File: src/rtl/proc_pkg.sv
// Shared types and constants for the processor front end.
// Fetch FSM encoding and the default halt opcode.
package proc_pkg;

  typedef enum logic [1:0] {
    IDLE,
    FETCH,
    ISSUE,
    HALT
  } fetch_state_t;

  localparam logic [7:0] HALT_OP_DEFAULT = 8'hFF;

endpackage

File: src/rtl/pc_counter.sv
// Program counter register with clear, load and wrapping increment.
// Wraps at DEPTH-1 so non-power-of-two memories never see a stray address.
module pc_counter #(
  parameter int AW    = 2,
  parameter int DEPTH = 4
) (
  input  logic          clk,
  input  logic          rst,
  input  logic          clear,
  input  logic          load,
  input  logic          inc,
  input  logic [AW-1:0] load_addr,
  output logic [AW-1:0] pc
);

  localparam logic [AW-1:0] LAST = AW'(DEPTH - 1);

  always_ff @(posedge clk or negedge rst) begin
    if (!rst) begin
      pc <= '0;
    end else if (clear) begin
      pc <= '0;
    end else if (load) begin
      pc <= load_addr;
    end else if (inc) begin
      pc <= (pc == LAST) ? '0 : pc + 1'b1;
    end
  end

endmodule

File: src/rtl/fetch_controller.sv
// Instruction fetch sequencer: owns the PC, latches the fetched word
// into ir and hands it to execute over a valid/ready handshake.
module fetch_controller
  import proc_pkg::*;
#(
  parameter int               WIDTH   = 8,
  parameter int               DEPTH   = 4,
  parameter logic [WIDTH-1:0] HALT_OP = WIDTH'(HALT_OP_DEFAULT),
  parameter int               CNT_W   = 16,
  localparam int              AW      = (DEPTH > 1) ? $clog2(DEPTH) : 1
) (
  input  logic             clk,
  input  logic             rst,
  input  logic             start,
  output logic [AW-1:0]    imem_addr,
  input  logic [WIDTH-1:0] imem_data,
  output logic [WIDTH-1:0] ir,
  output logic             ir_valid,
  input  logic             ir_ready,
  input  logic             jump_en,
  input  logic [AW-1:0]    jump_addr,
  input  logic             halt_req,
  output logic [AW-1:0]    pc,
  output logic             busy,
  output logic             halted,
  output logic             fault,
  output logic [CNT_W-1:0] retired
);

  localparam logic [AW:0] DEPTH_V = (AW + 1)'(DEPTH);

  fetch_state_t state_q, state_d;

  logic accept;
  logic jump_oob;
  logic ir_load;
  logic valid_set;
  logic valid_clr;
  logic pc_clear;
  logic pc_load;
  logic pc_inc;
  logic cnt_inc;
  logic fault_set;
  logic fault_clr;

  assign accept   = ir_valid & ir_ready;
  assign jump_oob = {1'b0, jump_addr} >= DEPTH_V;

  pc_counter #(
    .AW    (AW),
    .DEPTH (DEPTH)
  ) u_pc (
    .clk       (clk),
    .rst       (rst),
    .clear     (pc_clear),
    .load      (pc_load),
    .inc       (pc_inc),
    .load_addr (jump_addr),
    .pc        (pc)
  );

  always_comb begin
    state_d   = state_q;
    ir_load   = 1'b0;
    valid_set = 1'b0;
    valid_clr = 1'b0;
    pc_clear  = 1'b0;
    pc_load   = 1'b0;
    pc_inc    = 1'b0;
    cnt_inc   = 1'b0;
    fault_set = 1'b0;
    fault_clr = 1'b0;
    unique case (state_q)
      IDLE: begin
        if (start) begin
          pc_clear = 1'b1;
          state_d  = FETCH;
        end
      end
      FETCH: begin
        ir_load   = 1'b1;
        valid_set = 1'b1;
        state_d   = ISSUE;
      end
      ISSUE: begin
        // Redirect inputs only matter on the accepting cycle.
        if (accept) begin
          valid_clr = 1'b1;
          cnt_inc   = 1'b1;
          if (halt_req || ir == HALT_OP) begin
            state_d = HALT;
          end else if (jump_en && jump_oob) begin
            fault_set = 1'b1;
            state_d   = HALT;
          end else if (jump_en) begin
            pc_load = 1'b1;
            state_d = FETCH;
          end else begin
            pc_inc  = 1'b1;
            state_d = FETCH;
          end
        end
      end
      HALT: begin
        if (start) begin
          fault_clr = 1'b1;
          pc_clear  = 1'b1;
          state_d   = FETCH;
        end
      end
      default: state_d = IDLE;
    endcase
  end

  always_ff @(posedge clk or negedge rst) begin
    if (!rst) begin
      state_q  <= IDLE;
      ir       <= '0;
      ir_valid <= 1'b0;
      fault    <= 1'b0;
      retired  <= '0;
    end else begin
      state_q <= state_d;
      if (ir_load) begin
        ir <= imem_data;
      end
      if (valid_set) begin
        ir_valid <= 1'b1;
      end else if (valid_clr) begin
        ir_valid <= 1'b0;
      end
      if (fault_set) begin
        fault <= 1'b1;
      end else if (fault_clr) begin
        fault <= 1'b0;
      end
      if (cnt_inc && retired != '1) begin
        retired <= retired + 1'b1;
      end
    end
  end

  assign imem_addr = pc;
  assign busy      = (state_q == FETCH) || (state_q == ISSUE);
  assign halted    = (state_q == HALT);

endmodule
File: config.mk
export PLATFORM = sky130hd
export DESIGN_NAME = fetch_controller
export DESIGN_NICKNAME = d
export VERILOG_FILES = /design/src/rtl/proc_pkg.sv /design/src/rtl/pc_counter.sv /design/src/rtl/fetch_controller.sv
export SDC_FILE = /design/constraint.sdc
export NUM_CORES = 1
export LEC_CHECK = 0
export BUFFER_PORTS_ARGS = -buffer_cell sky130_fd_sc_hd__clkbuf_2
export CORE_AREA = 4 4 76 78
export CTS_CLUSTER_DIAMETER = 120
export DETAILED_ROUTE_END_ITERATION = 7
export DIE_AREA = 0 0 80 82
export GPL_TIMING_DRIVEN = 0
export PLACE_DENSITY = 0.61
export SYNTH_ARGS = -nofsm -noshare
export SYNTH_HDL_FRONTEND = slang
export SYNTH_HIERARCHICAL = 1
export SYNTH_SLANG_ARGS = --single-unit
File: constraint.sdc
create_clock -name clk -period 2 [get_ports clk]
set_clock_uncertainty 0.15 [all_clocks]
set_input_delay 0.1 -clock clk [delete_from_list [all_inputs] [get_ports clk]]
set_output_delay 0.1 -clock clk [all_outputs]
set_load 0.1 [all_outputs]
# Yosys cells after proc, flatten, opt, wreduce, memory -nomap -nowiden
# Index checks and enable logic that the tools add are counted.
[totals]
ff_bits = 29
input_bits = 16
out_inout_bits = 32
elab_cells = 47
[op_classes]
n_addsub = 2
eq_ne = 8
muxes = 23
bitwise_logic = 1
n_reduce_logical = 8
[op_table]
columns = ["operator", "count"]
rows = [
  ["16-bit by 1-bit adder with 16-bit output (second input constant)", 1],
  ["16-bit inequality test (second input constant)", 1],
  ["1-bit two-way mux", 15],
  ["2-bit two-way mux", 7],
  ["8-bit equality test (second input constant)", 1],
  ["2-bit equality test (second input constant)", 3],
  ["2-bit one-hot mux with 3 select lines", 1],
  ["3-bit nonzero test", 1],
  ["2-bit by 1-bit adder with 2-bit output (second input constant)", 1],
  ["2-bit by 1-bit equality test with 1-bit output (second input constant)", 1],
  ["2-bit logical NOT", 1],
  ["1-bit logical OR", 2],
  ["2-bit by 1-bit inequality test with 1-bit output (second input constant)", 1],
  ["2-bit inequality test (second input constant)", 1],
  ["2-bit AND reduction", 1],
  ["2-bit nonzero test", 1],
  ["2-bit OR reduction", 1],
  ["1-bit AND", 1],
  ["1-bit logical AND", 1],
]

# Logic depth before layout (Yosys ltp)
[depth]
depth_word = 8
mapped_depth = 6
mapped_depth_nobuf = 6

# By module
# Netlist, hierarchy kept.
[modules_own_cells]
columns = ["mod", "n_inst", "cells_per_inst", "area_per_inst_um2", "seq_area_each_um2"]
rows = [
  ["fetch_controller", 1, 118, 1372.6, 675.6],
  ["pc_counter", 1, 10, 112.6, 50.0],
]

# Worst setup path before layout
# No wires, ideal clock.
[synth_timing]
path_type = "flip-flop to flip-flop"
startpoint = "register retired[0]"
endpoint = "register retired[1]"
setup_time_ps = 128
t_arrival_ps = 2306
required_ps = 1722
setup_slack_ps = -584
path_stages_with_launch = 6
path_buffers = 0
synth_period_minus_slack_ps = 2584
cell_sequence = "dfrtp_1 ha_1 nand3_1 nor4_4 nor2_2 mux2_1"
[synth_between]
elab_chain_len = 2
word_cells_on_any_way = 3
classes_between = "add/sub: 1; eq/ne: 1; reduce/logical: 1"
[synth_rtl]
columns = ["element", "line_no", "text"]
rows = [
  ["start: declaration", "fetch_controller.sv:27", "output logic [CNT_W-1:0] retired"],
  ["start signal: assignment", "fetch_controller.sv:138", "retired <= retired + 1'b1;"],
  ["parallel branches: the longest is 2 deep, another holds 16-bit by 1-bit adder with 16-bit output", "n/a", ""],
]
# Parallel ways; which one is timed is not known.
# A chain may end at the register's enable or synchronous reset.

# Worst setup path in the final report
[layout_timing]
startpoint = "register state_q[0]"
endpoint = "register retired[15]"
[layout_between]
elab_chain_len = 3
[layout_rtl]
columns = ["element", "line_no", "text"]
rows = [
  ["start: declaration", "fetch_controller.sv:32", "fetch_state_t state_q, state_d;"],
  ["start signal: assignment", "fetch_controller.sv:123", "state_q <= state_d;"],
  ["2-bit equality test", "fetch_controller.sv:73", "unique case (state_q)"],
  ["1-bit two-way mux", "fetch_controller.sv:73", ""],
  ["1-bit logical AND", "fetch_controller.sv:137", "if (cnt_inc && retired != '1) begin"],
]
# No other way between the ends.

==> metrics.csv <==
stage,metric,value,unit
setup_path,startpoint_type,flip-flop,
logic_synthesis,synth_edf_count,0,
setup_path,critical_path.endpoint_type,flip-flop,
die,core-area,0.00507,mm2
die,ios,48,
timing,fin_crit,1.92,ns
die,dieArea,0.00656,mm2
logic_synthesis,synth_top_family_by_area,simple AND/OR/NAND/NOR gates,
setup_path,cpPeakStageDelay,0.57,ns
global_route,grt_pass1_wl,5810,um
timing,worstMarginPinSlew,0.749,ns
setup_path,critical_path_buf_inv_count,1,
flow_run,cap_violations,0,
placement,dpl.hpwl,2540,um
logic_synthesis,synth_cell_type_count,38,
routing,via_per_inst,4.48,
logic_synthesis,yosys.area_share.adder,4.21,%
final_layout,nFillCells,515,
setup_path,crit_fanout,6,
final_layout,area_delta_synth_final,47.3,%
logic_synthesis,yosysSeqAreaShare,48.9,%
cts,cts_root_buffer,clkbuf_8,
setup_path,worst_path_max_delay_cell,or4_4,
routing,wl,3520,um
routing,dr.pass1.iters,4,
hold_path,hold_class,in -> reg,
logic_synthesis,ys_ff_latch,29,
logic_synthesis,syn_area,0.00149,mm2
die,die_h,82,um
routing,wire_per_inst,13.1,um
cts,htree_levels,2,
cts,cts_buffer_depth,2,
cts,numClockSinks,29,
die,initial_core_util,29.3,%
logic_synthesis,synth_ff_type,dfrtp_1,
global_route,grt_usage,11.6,%
logic_synthesis,syn_nets,149,
global_route,antenna_found_initial,0,
setup_path,cp_top_family,simple AND/OR/NAND/NOR gates,
timing,holdWs,-0.000420,ns
logic_synthesis,yosys_warnings,6,
routing,vias,1206,
logic_synthesis,synth_compound_area_share,4.80,%
global_route,grt_overflow_total,0,
run_status,violations,hold timing,
timing,max_slew_margin,50.1,%
timing,fmax,0.522,GHz
timing,finalHoldViolCount,1,
cts,cts_made_buffers,5,
die,placementRows,26,
logic_synthesis,synth_simple_gate_area_share,21.1,%
setup_path,worstSetupPathType,reg -> reg,
final_layout,drive_gt1_share,55.3,%
global_route,grt_pass1_vias,1200,
routing,antenna_left,0,
logic_synthesis,synth_mux_area_share,7.50,%
cts,clkLatencyLatePin,0.28,ns
timing,slew_viol_final,0,
run_status,status,"complete, but fails checks",
global_route,grt_max_degree,30,
timing,post-route-period-util,95.8,%
logic_synthesis,async_flop_share,100,%
cts,clkTransAtPathRegs,0.07,ns
final_layout,antenna_cells,0,
die,dieWidth,80,um
logic_synthesis,syn_area_per_cell,11.6,um2
timing,finalSetupViolations,0,
setup_path,arrival,1.96,ns
setup_path,critPathRequiredTime,2.05,ns
routing,first_iter_violations,52,
final_layout,nets,219,
timing,rsz0062_at_grt,true,
logic_synthesis,synthXorXnorAreaFrac,9.44,%
final_layout,layout_common_cells,"clkbuf_2, dfrtp_4, dlygate4sd3_1",
logic_synthesis,syn_inst,128,
cts,cts_tree,built,
placement,portBuffers,46,
routing,drc,0,
placement,gp_congestion,0.709,
setup_path,worstPathCellList,inv_2 > ha_4 > nand3_4 > or4_4 > nor3_2 > xor2_1,
final_layout,layout_commonest_cell,clkbuf_2,
timing repair:
action	4_1_cts	5_1_grt
endpoints found under the setup margin	6	7
hold buffers	12	0
setup buffers	1	4
gates resized for setup	2	1
pin swaps	1	1
endpoints found under the hold margin	40	0
cell usage after synthesis (all sizes together), types with 2 or more instances:
| cell type | n | share of area, % |
|---|---|---|
| dfrtp | 29 | 49 |
| xor2 | 11 | 6.5 |
| mux2 | 9 | 6.8 |
| nor3 | 9 | 3.7 |
| inv | 8 | 2.0 |
| nand3 | 7 | 3.2 |
| nand4 | 7 | 4.4 |
| nor2 | 6 | 1.7 |
| ha | 5 | 4.2 |
| nand2 | 5 | 1.3 |
| xnor2 | 5 | 2.9 |
| buf | 3 | 1.5 |
| nor4 | 3 | 2.3 |
| a211oi | 2 | 1.0 |
| and2 | 2 | 0.84 |
| nor2b | 2 | 0.84 |
per-stage QoR:
step                      setup slack [ns]  instance area [um2]  TNS [ns]  utilization (%)  cells
final                               0.0849                 2190         0             43.1    269
after global placement              -0.129                 1900    -0.436             37.4    244
after detailed placement            -0.150                 1900    -0.519             37.4    244
after CTS                          0.00207                 2160         0             42.5    265
after global routing               -0.0239                 2190   -0.0327             43.1    269
after floorplan                   -0.00358                 1580  -0.00358                -    128
logic make-up after synthesis:
family / Yosys count
adder cells (fa/ha/maj): 5
AO/OA/AOI/OAI: 9
other: 1
multiplexers: 10
buffers and inverters: 12
XOR/XNOR: 16
flip-flops: 29
AND/OR/NAND/NOR: 46
metal layers:
layer | vias up | routed length, um | GRT usage, %
li1 | 584 | - | -
met1 | 583 | 1500 | 14.5
met4 | 0 | 94 | 5.91
met5 | - | 0 | 0
met3 | 9 | 143 | 2.30
met2 | 30 | 1790 | 19.0
worst register-to-register path: stages (launching register included):
cell and delay, ns:
dfrtp_1 0.40, inv_2 0.08, ha_4 0.17, nand3_4 0.11
or4_4 0.58, nor3_2 0.18, xor2_1 0.15
final timing paths:
check | startpoint | endpoint | slack [ns] | depth (start not counted)
worst min register to register | retired[10]$_DFFE_PN0P_ | retired[10]$_DFFE_PN0P_ | 0.37 | 1
worst max register to register | state_q[0]$_DFFE_PN0P_ | retired[15]$_DFFE_PN0P_ | 0.08 | 6
worst min-delay path | ir_ready | ir_valid$_DFFE_PN0P_ | -0.0004 | 3
max in group asynchronous | rst | retired[15]$_DFFE_PN0P_ | 0.88 | 2
worst max-delay path | state_q[0]$_DFFE_PN0P_ | retired[15]$_DFFE_PN0P_ | 0.08 | 6
min in group asynchronous | rst | retired[12]$_DFFE_PN0P_ | 0.26 | 2
flip-flops by register name (all words and copies together), names as in the netlist:
signal	flops
retired	16
ir_valid	1
ir	8
state_q	2
u_pc/pc	2
cell type report:
cell class / instances / area [um2] / area share [%]
flip-flops and latches: 29 / 795 / 36.3
inverters: 8 / 33.8 / 1.54
clock inverters: 2 / 37.5 / 1.72
repair buffers: 63 / 388 / 17.7
well taps: 70 / 87.6 / 4.00
plain buffers: 4 / 26.3 / 1.20
multi-input cells: 87 / 738 / 33.7
clock buffers: 6 / 82.6 / 3.77
Power is left out: the tool's default activity adds up to more than one toggle a clock period on the data nets, which glitch-free logic cannot reach.
